**src/rtl/ql_timing_pkg.sv**
```systemverilog
// Shared types and default geometry for the QL main-RAM contention model.
// Holds the access FSM state encoding, the ZX8301-like default slot
// geometry and small width helpers used by the other files.
package ql_timing_pkg;

  // Access sequencer states.
  typedef enum logic [1:0] {
    IDLE = 2'd0,
    WAIT = 2'd1,
    HOLD = 2'd2
  } ql_state_e;

  // Default slot geometry: 40 chunks of 12 bus cycles per display line.
  localparam int DEF_CHUNKS_PER_LINE  = 40;
  localparam int DEF_CYCLES_PER_CHUNK = 12;
  localparam int DEF_VIDEO_CHUNKS     = 32;
  localparam int DEF_REFRESH_CHUNKS   = 8;

  // Extra bus cycles charged for the second byte of a split 16-bit access.
  localparam int DEF_RD_EXTRA = 8;
  localparam int DEF_WR_EXTRA = 10;

  // $clog2 that never yields a zero-width vector.
  function automatic int clog2_min1(input int value);
    return ($clog2(value) < 1) ? 1 : $clog2(value);
  endfunction

  function automatic int max2(input int a, input int b);
    return (a > b) ? a : b;
  endfunction

endpackage

```
**src/rtl/ql_ram_contention_if.sv**
```systemverilog
// CPU-side bus signals seen by the RAM contention model.
// master: the CPU bus decoder driving strobes and qualifiers.
// slave:  the contention model answering with the DTACK delay.
interface ql_ram_contention_if;

  logic cpu_uds;          // upper data strobe
  logic cpu_lds;          // lower data strobe
  logic cpu_rw;           // 1 = read
  logic cpu_rom;          // ROM access, never contended
  logic cpu_exp;          // expansion-RAM access, never contended
  logic ram_delay_dtack;  // 1 = withhold DTACK

  modport master (
    output cpu_uds,
    output cpu_lds,
    output cpu_rw,
    output cpu_rom,
    output cpu_exp,
    input  ram_delay_dtack
  );

  modport slave (
    input  cpu_uds,
    input  cpu_lds,
    input  cpu_rw,
    input  cpu_rom,
    input  cpu_exp,
    output ram_delay_dtack
  );

endinterface

```
**src/rtl/ql_slot_counter.sv**
```systemverilog
// Display-line slot geometry for the RAM contention model.
// Tracks the chunk/cycle position within the line, realigns on
// hsync_start and reports whether the current bus cycle is free for the CPU.
module ql_slot_counter
  import ql_timing_pkg::*;
#(
  parameter int CHUNKS_PER_LINE  = DEF_CHUNKS_PER_LINE,
  parameter int CYCLES_PER_CHUNK = DEF_CYCLES_PER_CHUNK,
  parameter int VIDEO_CHUNKS     = DEF_VIDEO_CHUNKS,
  parameter int REFRESH_CHUNKS   = DEF_REFRESH_CHUNKS
) (
  input  logic clk_sys,
  input  logic reset,
  input  logic enable,
  input  logic ce_bus_p,
  input  logic hsync_start,
  input  logic vblank,
  output logic slot_free
);

  localparam int CHUNK_W = clog2_min1(CHUNKS_PER_LINE);
  localparam int CYC_W   = clog2_min1(CYCLES_PER_CHUNK);

  localparam logic [CHUNK_W-1:0] CHUNK_LAST = CHUNK_W'(CHUNKS_PER_LINE - 1);
  localparam logic [CYC_W-1:0]   CYC_LAST   = CYC_W'(CYCLES_PER_CHUNK - 1);

  logic [CHUNK_W-1:0] chunk;
  logic [CYC_W-1:0]   cyc;
  logic [31:0]        busy;

  // Advance the slot position once per bus cycle; hsync_start snaps it to
  // the start of the line and takes priority over the normal increment.
  // NOTE: state registers use non-blocking assignments so every flop samples
  // pre-edge values regardless of block ordering.
  always_ff @(posedge clk_sys) begin
    if (reset || !enable) begin
      chunk <= '0;
      cyc   <= '0;
    end else if (ce_bus_p) begin
      if (hsync_start) begin
        chunk <= '0;
        cyc   <= '0;
      end else if (cyc == CYC_LAST) begin
        cyc   <= '0;
        chunk <= (chunk == CHUNK_LAST) ? '0 : chunk + CHUNK_W'(1);
      end else begin
        cyc <= cyc + CYC_W'(1);
      end
    end
  end

  // Video owns the first VIDEO_CHUNKS of an active line, refresh the first
  // REFRESH_CHUNKS during vblank; cycle 0 of every chunk is always the CPU's.
  always_comb begin
    busy      = vblank ? 32'(REFRESH_CHUNKS) : 32'(VIDEO_CHUNKS);
    slot_free = (32'(chunk) >= busy) || (cyc == '0);
  end

endmodule

```
**src/rtl/ql_ram_contention.sv**
```systemverilog
// QL main-RAM contention model for the CPU bus.
// Withholds DTACK while the video controller owns RAM, re-arbitrating at
// every decision point and charging extra cycles for the second byte of a
// 16-bit access split on the 8-bit bus. ROM and expansion RAM pass freely.
// Optional feature macro: QL_TIMING_STATS_EN adds the stall_cycles counter
// and its stats_clr input.
module ql_ram_contention
  import ql_timing_pkg::*;
#(
  parameter int CHUNKS_PER_LINE  = DEF_CHUNKS_PER_LINE,
  parameter int CYCLES_PER_CHUNK = DEF_CYCLES_PER_CHUNK,
  parameter int VIDEO_CHUNKS     = DEF_VIDEO_CHUNKS,
  parameter int REFRESH_CHUNKS   = DEF_REFRESH_CHUNKS,
  parameter int RD_EXTRA         = DEF_RD_EXTRA,
  parameter int WR_EXTRA         = DEF_WR_EXTRA
) (
  input  logic clk_sys,
  input  logic reset,
  input  logic enable,
  input  logic ce_bus_p,
  input  logic hsync_start,
  input  logic vblank,
  input  logic mode_8bit,
`ifdef QL_TIMING_STATS_EN
  input  logic        stats_clr,
  output logic [15:0] stall_cycles,
`endif
  ql_ram_contention_if.slave bus
);

  localparam int CNT_W = clog2_min1(max2(RD_EXTRA, WR_EXTRA) + 1);
  localparam logic [CNT_W-1:0] CNT_ONE = CNT_W'(1);

  ql_state_e        state_q, state_d;
  logic             dtack_q, dtack_d;
  logic [CNT_W-1:0] cnt_q, cnt_d;
  logic             second_q, second_d;
  logic             prev_ds_q, prev_ds_d;

  logic ds;
  logic slot_free;
  logic slot_ok;

  ql_slot_counter #(
    .CHUNKS_PER_LINE  (CHUNKS_PER_LINE),
    .CYCLES_PER_CHUNK (CYCLES_PER_CHUNK),
    .VIDEO_CHUNKS     (VIDEO_CHUNKS),
    .REFRESH_CHUNKS   (REFRESH_CHUNKS)
  ) u_slot (
    .clk_sys     (clk_sys),
    .reset       (reset),
    .enable      (enable),
    .ce_bus_p    (ce_bus_p),
    .hsync_start (hsync_start),
    .vblank      (vblank),
    .slot_free   (slot_free)
  );

  assign ds      = bus.cpu_uds | bus.cpu_lds;
  assign slot_ok = slot_free | bus.cpu_rom | bus.cpu_exp;

  // DTACK delay comes straight from a flop, so no input reaches it
  // combinationally.
  assign bus.ram_delay_dtack = dtack_q;

  // Access sequencer registers; enable low holds everything in reset.
  always_ff @(posedge clk_sys) begin
    if (reset || !enable) begin
      state_q   <= IDLE;
      dtack_q   <= 1'b0;
      cnt_q     <= '0;
      second_q  <= 1'b0;
      prev_ds_q <= 1'b0;
    end else begin
      state_q   <= state_d;
      dtack_q   <= dtack_d;
      cnt_q     <= cnt_d;
      second_q  <= second_d;
      prev_ds_q <= prev_ds_d;
    end
  end

  // Next-state logic: detect the strobe rise, count down the split-access
  // penalty, wait for a free slot, then release DTACK and hold until the
  // strobes drop. A strobe drop while waiting abandons the access.
  // NOTE: every signal driven here gets a default first, so no path leaves
  // one unassigned and no latch is inferred.
  always_comb begin
    state_d   = state_q;
    dtack_d   = dtack_q;
    cnt_d     = cnt_q;
    second_d  = second_q;
    prev_ds_d = prev_ds_q;

    if (ce_bus_p) begin
      prev_ds_d = ds;
      unique case (state_q)
        IDLE: begin
          dtack_d = 1'b0;
          if (ds && !prev_ds_q) begin
            dtack_d  = 1'b1;
            cnt_d    = CNT_ONE;
            second_d = mode_8bit && bus.cpu_uds && bus.cpu_lds;
            state_d  = WAIT;
          end
        end

        WAIT: begin
          if (!ds) begin
            dtack_d  = 1'b0;
            second_d = 1'b0;
            state_d  = IDLE;
          end else if (cnt_q != CNT_ONE) begin
            cnt_d = cnt_q - CNT_ONE;
          end else if (slot_ok) begin
            if (second_q) begin
              // First byte granted; the second byte pays its own penalty
              // and is then re-arbitrated.
              cnt_d    = bus.cpu_rw ? CNT_W'(RD_EXTRA) : CNT_W'(WR_EXTRA);
              second_d = 1'b0;
            end else begin
              dtack_d = 1'b0;
              state_d = HOLD;
            end
          end
        end

        HOLD: begin
          dtack_d = 1'b0;
          if (!ds) begin
            state_d = IDLE;
          end
        end

        default: begin
          dtack_d  = 1'b0;
          second_d = 1'b0;
          state_d  = IDLE;
        end
      endcase
    end
  end

`ifdef QL_TIMING_STATS_EN
  logic stall_event;

  assign stall_event = ce_bus_p && (state_q == WAIT) && (cnt_q == CNT_ONE) && !slot_ok;

  // Count bus cycles lost to video/refresh ownership; clear wins over
  // increment and the count sticks at all-ones.
  always_ff @(posedge clk_sys) begin
    if (reset || !enable || stats_clr) begin
      stall_cycles <= '0;
    end else if (stall_event && (stall_cycles != 16'hFFFF)) begin
      stall_cycles <= stall_cycles + 16'd1;
    end
  end
`endif

endmodule
```
**src/flat_wrapper.sv**
```systemverilog
// flat-port wrapper written by rule: the top's interface ports become plain ports
module ql_ram_contention_flat import ql_timing_pkg::*;
#(
  parameter int CHUNKS_PER_LINE  = DEF_CHUNKS_PER_LINE,
  parameter int CYCLES_PER_CHUNK = DEF_CYCLES_PER_CHUNK,
  parameter int VIDEO_CHUNKS     = DEF_VIDEO_CHUNKS,
  parameter int REFRESH_CHUNKS   = DEF_REFRESH_CHUNKS,
  parameter int RD_EXTRA         = DEF_RD_EXTRA,
  parameter int WR_EXTRA         = DEF_WR_EXTRA
)
  (clk_sys, reset, enable, ce_bus_p, hsync_start, vblank, mode_8bit, bus_cpu_uds, bus_cpu_lds, bus_cpu_rw, bus_cpu_rom, bus_cpu_exp, bus_ram_delay_dtack);
  ql_ram_contention_if bus_i ();
  input  logic clk_sys;
  input  logic reset;
  input  logic enable;
  input  logic ce_bus_p;
  input  logic hsync_start;
  input  logic vblank;
  input  logic mode_8bit;
  input wire logic [$bits(bus_i.cpu_uds)-1:0] bus_cpu_uds;
  input wire logic [$bits(bus_i.cpu_lds)-1:0] bus_cpu_lds;
  input wire logic [$bits(bus_i.cpu_rw)-1:0] bus_cpu_rw;
  input wire logic [$bits(bus_i.cpu_rom)-1:0] bus_cpu_rom;
  input wire logic [$bits(bus_i.cpu_exp)-1:0] bus_cpu_exp;
  output wire logic [$bits(bus_i.ram_delay_dtack)-1:0] bus_ram_delay_dtack;
  assign bus_i.cpu_uds = bus_cpu_uds;
  assign bus_i.cpu_lds = bus_cpu_lds;
  assign bus_i.cpu_rw = bus_cpu_rw;
  assign bus_i.cpu_rom = bus_cpu_rom;
  assign bus_i.cpu_exp = bus_cpu_exp;
  assign bus_ram_delay_dtack = bus_i.ram_delay_dtack;
  ql_ram_contention #(.CHUNKS_PER_LINE(CHUNKS_PER_LINE), .CYCLES_PER_CHUNK(CYCLES_PER_CHUNK), .VIDEO_CHUNKS(VIDEO_CHUNKS), .REFRESH_CHUNKS(REFRESH_CHUNKS), .RD_EXTRA(RD_EXTRA), .WR_EXTRA(WR_EXTRA)) u_core (.clk_sys(clk_sys), .reset(reset), .enable(enable), .ce_bus_p(ce_bus_p), .hsync_start(hsync_start), .vblank(vblank), .mode_8bit(mode_8bit), .bus(bus_i));
endmodule
```
**config.mk**
```make
export PLATFORM = sky130hd
export DESIGN_NAME = ql_ram_contention_flat
export DESIGN_NICKNAME = d
export VERILOG_FILES = /design/src/rtl/ql_timing_pkg.sv /design/src/rtl/ql_ram_contention_if.sv /design/src/rtl/ql_slot_counter.sv /design/src/rtl/ql_ram_contention.sv /design/src/flat_wrapper.sv
export SDC_FILE = /design/constraint.sdc
export NUM_CORES = 1
export LEC_CHECK = 0
export BUFFER_PORTS_ARGS = -buffer_cell sky130_fd_sc_hd__clkbuf_2
export CAP_MARGIN = 10
export CORE_ASPECT_RATIO = 1.5
export CORE_UTILIZATION = 57
export CTS_CLUSTER_DIAMETER = 150
export DETAILED_ROUTE_END_ITERATION = 7
export PLACE_DENSITY = 0.74
export SYNTH_ARGS = -nofsm -noshare
export SYNTH_HDL_FRONTEND = slang
export SYNTH_HIERARCHICAL = 1
export SYNTH_SLANG_ARGS = --single-unit
```
**constraint.sdc**
```tcl
create_clock -name clk_sys -period 2.5 [get_ports clk_sys]
set_clock_uncertainty 0.05 [all_clocks]
set_input_delay 0.125 -clock clk_sys [delete_from_list [all_inputs] [get_ports clk_sys]]
set_output_delay 0.125 -clock clk_sys [all_outputs]
set_load 0.01 [all_outputs]
```
==> qor.yml, run 1 <==
cts_resized: 0
routed.top_layer: "met4"
cp_max_fo: 6
r2r_end: "u_core/bus.ram_delay_dtack"
hpwl_mm: 2.02
syn_avg_cell_area_um2: 8.19
cp-end-kind: "flop"
cp-start-kind: "flop"
dp_cells: 176
clockBufferDepth: 2
grt_pass1_vias: 1063
start_util_pct: 60.1
synth-edff-count: 0
track_usage_pct: 26.0
critPathKind: "reg2reg"
grt_max_degree: 13
timing.final.crit_period_ns: 2.34
pin_count: 13
hold_ws_ns: 0.112
drc: 0
final_cells: 180
maxCapViolations: 0
maxSlewHeadroom_pct: 71.6
gp_congestion: 0.730
antenna_found_initial: 0
ant_nets: 0
synthCells: 147
r2r_start: "u_core/u_slot/chunk[3]"
grt-ovfl-total: 0
synth_top_area_share_pct: 31.6
synth_top_area_cell: "dfxtp_1"
antenna_cells: 0
seq_area_frac_synth_pct: 31.6
tns_ns: 0
synthTopCellsByArea: "dfxtp_1 32%, ha_1 8.3%, a21oi_1 5.0%, nor2_1 4.7%, o21ai_0 4.6%"
powerDensity_nw_per_um2: 414
htreeDepth: 1
die_x_um: 39.5
cts_root_buf: "clkbuf_4"
syn-num-nets: 167
firstDrtPassIters: 6
hold_viol: 0
wl_per_cell_um: 14.7
cts_buffers: 3
dpl_cell_area_um2: 1250
drt_iter0_drc: 25
drive_gt1_share_pct: 15.2
rsz0062_at_grt: "false"
cp_data_arrival_time_ns: 2.51
crit_required_ns: 2.66
grt_first_pass_wirelength_mm: 4.36
die_area_um2: 2300
place_ws_ns: 0.0726
finalCritPeriodShare_pct: 93.6
postCtsSetupBuffers: 0
hp-class: "in2reg"
status: "finished, final reports clean"
route.met2.wl_mm: 1.47
numClockSinks: 19
clkTransAtPathRegs_ns: 0.11
clock_latency_ns: 0.29
wl_mm: 2.64
hp-start: "bus_cpu_rw"
final_cell_area_um2: 1290
wl_met3_um: 67
netlist_area_um2: 1200
die_y_um: 58.3
regToRegSetupSlack_ns: 0.16
cts_hold_buf: 0
nets: 179
cts_tree: "yes"
synth-async-reset-ratio_pct: 0
fp.coreArea_um2: 2000
slew_viol_final: 0
p_leak_nw: 0.452
holdPathStages: 4
syn_to_final_growth_pct: 7.17
rows: 20
synth-seq-cells: 19
via_per_inst: 6.24
vias: 1124
rr_worst_depth: 9
fmax_ghz: 0.427
synth.distinct_cells: 41
fillers: 192
setup_ws_ns: 0.159
worstMarginPinSlew_ns: 0.421
io_buffers: 12
yosys_warnings: 6
setup_violations: 0
worst_hold_path.endpoint: "u_core/cnt_q[1]"
synth_flop_cell: "dfxtp_1"
ir_worst_vdd_mv: 0.331
wl_met1_mm: 1.09
-- where the power goes --
group / internal [mW] / switching, mW / total (mW)
Clock: 0.0619 / 0.0902 / 0.152
Combinational: 0.0284 / 0.0414 / 0.0698
Sequential: 0.306 / 0.00651 / 0.313
Total: 0.396 / 0.138 / 0.535
-- metal layers --
layer  global-route usage, %  vias up
met2                    49.9       17
met1                    27.7      538
met5                       0        -
met3                    2.30        2
met4                    7.39        0
li1                        -      567
-- synthesized netlist by cell type (2+ instances only) --
master and instances:
a21oi_1 12, nand3_1 6, nand4_1 3, and3_2 2, a311oi_1 2, and3_1 2
nor3_1 3, a31oi_1 3, a22oi_1 2, ha_1 8, nor2_1 15, nand2b_1 5
nor2b_1 2, dfxtp_1 19, nor4b_1 3, o21ai_0 11, or4_1 2, a211oi_1 2
nand2_1 8, or3_1 3, or3b_1 2, inv_1 11, mux2i_1 2, buf_6 2
-- how the worst max path moves through the flow --
| stage | cells after the start | endpoint | slack (ns) | startpoint |
|---|---|---|---|---|
| 6_report | 9 | u_core/bus.ram_delay_dtack | 0.16 | u_core/u_slot/chunk[3] |
| 5_1_grt | 9 | u_core/bus.ram_delay_dtack | 0.03 | u_core/u_slot/chunk[3] |
| 4_1_cts | 9 | u_core/bus.ram_delay_dtack | 0.05 | u_core/u_slot/chunk[3] |
| 3_5_place_dp | 9 | u_core/bus.ram_delay_dtack | 0.07 | u_core/u_slot/chunk[3] |
| 3_3_place_gp | 9 | u_core/bus.ram_delay_dtack | 0.19 | u_core/u_slot/chunk[3] |
| 2_1_floorplan | 9 | u_core/bus.ram_delay_dtack | 0.26 | u_core/u_slot/chunk[3] |
-- through the flow --
step                power, mW  utilization, %
finish                  0.535            64.4
global route            0.558            64.4
CTS                     0.543            64.0
detailed placement      0.390            62.7
global placement        0.387            62.7
floorplan               0.367               -
-- layout by cell type (no fill, tap or decap), types with 3 or more instances in the layout --
cell type	count
dfxtp_1	18
nor2_1	15
clkbuf_2	12
a21oi_1	12
inv_1	11
o21ai_0	11
nand2_1	8
ha_1	8
nand3_1	6
nand2b_1	5
clkbuf_4	3
nand4_1	3
nor4b_1	3
nor3_1	3
a31oi_1	3
-- flip-flops by register name (all words and copies together) (netlist names) --
signal,flops
u_core/bus.ram_delay_dtack,1
u_core/cnt_q,4
u_core/prev_ds_q,1
u_core/second_q,1
u_core/state_q,2
u_core/u_slot/chunk,6
u_core/u_slot/cyc,4
-- final cells by class --
type / instances / area [um2] / share of cell area, %
Clock buffer: 4 / 26.3 / 2.04
Inverter: 11 / 41.3 / 3.20
Multi-Input combinational cell: 112 / 751 / 58.2
Sequential cell: 19 / 384 / 29.8
Tap cell: 22 / 27.5 / 2.13
Timing Repair Buffer: 12 / 60.1 / 4.66
-- critical path, stage by stage, from the launching register on --
cell      delay [ns]
dfxtp_4         0.39
inv_1           0.06
ha_1            0.27
nand2_1         0.06
o21ai_0         0.07
a221o_1         0.38
or3_4           0.39
a311oi_1        0.28
nor2_1          0.10
a211oi_1        0.22
-- cells by family after synthesis --
group / after synthesis / synth area share (%)
AOI/OAI and AO/OA: 42 / 23.4
adders and majority gates: 8 / 8.32
buffers and inverters: 16 / 6.44
DFF: 19 / 31.6
muxes: 2 / 1.66
and+or+nand+nor: 60 / 28.6
Note: power is estimated with default switching activity, not from simulation.
==> inputs of run 2 (changes only) <==
CORE_UTILIZATION = 56   (was 57)
CTS_CLUSTER_DIAMETER = unset   (was 150)
PLACE_DENSITY = 0.73   (was 0.74)
SYNTH_HIERARCHICAL = unset   (was 1)
==> run 2 against run 1 <==
First-iteration DRC count fell by 40%; highest routed layer unchanged; die area fell by 2.6%; area after synthesis fell by 4.5%; total power rose by 1.0%; largest cell class unchanged; critical endpoint is now u_core.cnt_q[3]; sequential power barely moved; combinational power rose by 2%; core utilization rose by 2.6 points; via count fell by 10%.
==> qor.yml, run 2 <==
status: "finished, final reports clean"
netlist_area_um2: 1150
cts_resized: 0
antenna_found_initial: 0
firstDrtPassIters: 4
cp-end-kind: "flop"
worst_hold_path.endpoint: "u_core.cnt_q[1]"
drive_gt1_share_pct: 13.1
r2r_start: "u_core.u_slot.chunk[3]"
holdPathStages: 4
p_leak_nw: 0.488
grt_first_pass_wirelength_mm: 3.86
setup_violations: 0
clkPwrFrac_pct: 28.9
cp_data_arrival_time_ns: 2.00
nets: 174
clockBufferDepth: 2
use_met3_pct: 2.33
met1_usage_pct: 24.2
cts_buffers: 3
syn-num-nets: 159
seq_area_frac_synth_pct: 33.1
cts_root_buf: "clkbuf_4"
final_cell_mix: "19 x nor2_1, 19 x dfxtp_1, 14 x nand2_1"
die_area_um2: 2240
track_usage_pct: 24.1
finish.utilization_pct: 67.0
cts_hold_buf: 0
powerDensity_nw_per_um2: 429
synth_flop_cell: "dfxtp_1"
crit_required_ns: 2.66
ant_nets: 0
io_buffers: 12
hold_viol: 0
syn_avg_cell_area_um2: 8.27
antenna_cells: 0
largest_reg_flops: 6
finalCritPeriodShare_pct: 73.7
r2r_end: "u_core.cnt_q[3]"
postCtsSetupBuffers: 0
regToRegSetupSlack_ns: 0.66
synthTopCellsByCount: "19 x dfxtp_1, 19 x nor2_1, 14 x nand2_1"
die_y_um: 57.5
fmax_ghz: 0.543
top_regs: "u_core.u_slot.chunk (6), u_core.cnt_q (4), u_core.u_slot.cyc (4)"
timing.final.crit_period_ns: 1.84
start_util_pct: 61.2
cts_tree: "yes"
drt_iter0_drc: 15
via_per_inst: 5.82
clock_latency_ns: 0.30
slew_viol_final: 0
rr_worst_depth: 7
p_sw_mw: 0.140
wl_mm: 2.37
worstMarginPinSlew_ns: 0.477
hp-class: "in2reg"
maxSlewHeadroom_pct: 67.9
drc: 0
synth_top_area_share_pct: 33.1
rsz0062_at_grt: "false"
numClockSinks: 19
comb_power_share_pct: 13.2
wl_per_cell_um: 13.6
tns_ns: 0
regMostFlops: "u_core.u_slot.chunk"
internal-power_mw: 0.400
crit_path_start: "u_core.u_slot.chunk[3]"
grt-ovfl-total: 0
p_sw_share_pct: 26.0
grt_pass1_vias: 955
synth.distinct_cells: 40
die_x_um: 39
clkTransAtPathRegs_ns: 0.11
synthTopCellsByArea: "dfxtp_1 33%, ha_1 8.7%, nor2_1 6.2%, mux2i_1 5.2%, nand2_1 4.6%"
gp_congestion: 0.756
pin_count: 13
htreeDepth: 1
seqPwrFrac_pct: 57.9
critPathKind: "reg2reg"
synth_top_area_cell: "dfxtp_1"
synth-seq-cells: 19
synth-async-reset-ratio_pct: 0
synth-edff-count: 0
grtUsageMet2_pct: 46.2
grt_max_degree: 18
synthCells: 139
vias: 1012
yosys_warnings: 0
grt_busiest_layer: "met2"
hp-start: "bus_cpu_rw"
fp.coreArea_um2: 1880
cp_max_fo: 4
cp-start-kind: "flop"
hpwl_mm: 1.84
rows: 19
ir_worst_vdd_mv: 0.306
maxCapViolations: 0
syn_to_final_growth_pct: 9.47
run 2: cell types whose count changed in the layout (fill, tap and decap cells not counted), moves of 6 or more:
| cell | change |
|---|---|
| a21oi_1 | -8 |
| nand2_1 | +6 |
| nand3_1 | -6 |
| o21ai_0 | -6 |
run 2: how the worst max path moves through the flow:
stage / end / depth (start not counted) / slack (ns)
CTS: u_core.cnt_q[3] / 7 / 0.65
finish: u_core.cnt_q[3] / 7 / 0.66
global route: u_core.cnt_q[3] / 7 / 0.45
detailed placement: u_core.cnt_q[3] / 7 / 0.67
global placement: u_core.cnt_q[3] / 7 / 0.71
floorplan: u_core.cnt_q[3] / 7 / 0.78
run 2: final cells by class:
type                            count  area [um2]
Tap cell                           21        26.3
Timing Repair Buffer               13        67.6
Clock buffer                        4        26.3
Inverter                           10        37.5
Sequential cell                    19         380
Multi-Input combinational cell    107         721
Fill cell                         176         619
run 2: metrics by stage:
stage	power (mW)	instances	setup WS (ns)	hold slack [ns]	instance area, um2
4_1_cts	0.544	174	0.652	0.0841	1260
5_1_grt	0.565	174	0.451	0.110	1260
3_3_place_gp	0.389	170	0.706	0.398	1230
2_1_floorplan	0.367	139	0.777	0.284	1150
3_5_place_dp	0.391	170	0.665	0.398	1230
6_report	0.540	174	0.658	0.0964	1260
run 2: power by group through the flow:
stage	clock, mW	combinational (mW)	sequential, mW
after floorplan	0	0.0484	0.319
after global placement	0	0.0694	0.320
after detailed placement	0	0.0708	0.320
after CTS	0.159	0.0714	0.313
after global routing	0.172	0.0792	0.314
final	0.156	0.0712	0.313
run 2: cell families (layout without fill, tap and decap cells):
kind of cell	Yosys count	in the layout	synth area share, %
flops	19	19	33.1
xor+xnor	4	4	3.05
simple gates	63	63	29.4
buf+inv	13	27	4.24
mux	6	6	5.22
fa+ha+maj	8	8	8.71
compound gates	26	26	16.3
run 2: critical path, cell delays in order, from the launching register on:
cell and delay, ns:
dfxtp_1 0.38, inv_1 0.09, ha_1 0.27, nand3b_1 0.07, a31oi_1 0.24, o211ai_1 0.13
and2_4 0.19, a2111oi_2 0.33
run 2: metal layers:
metal  wire, um  vias up
li1           -      521
met1        977      469
met2       1290       16
met3         59        6
met4         48        0
met5          0        -
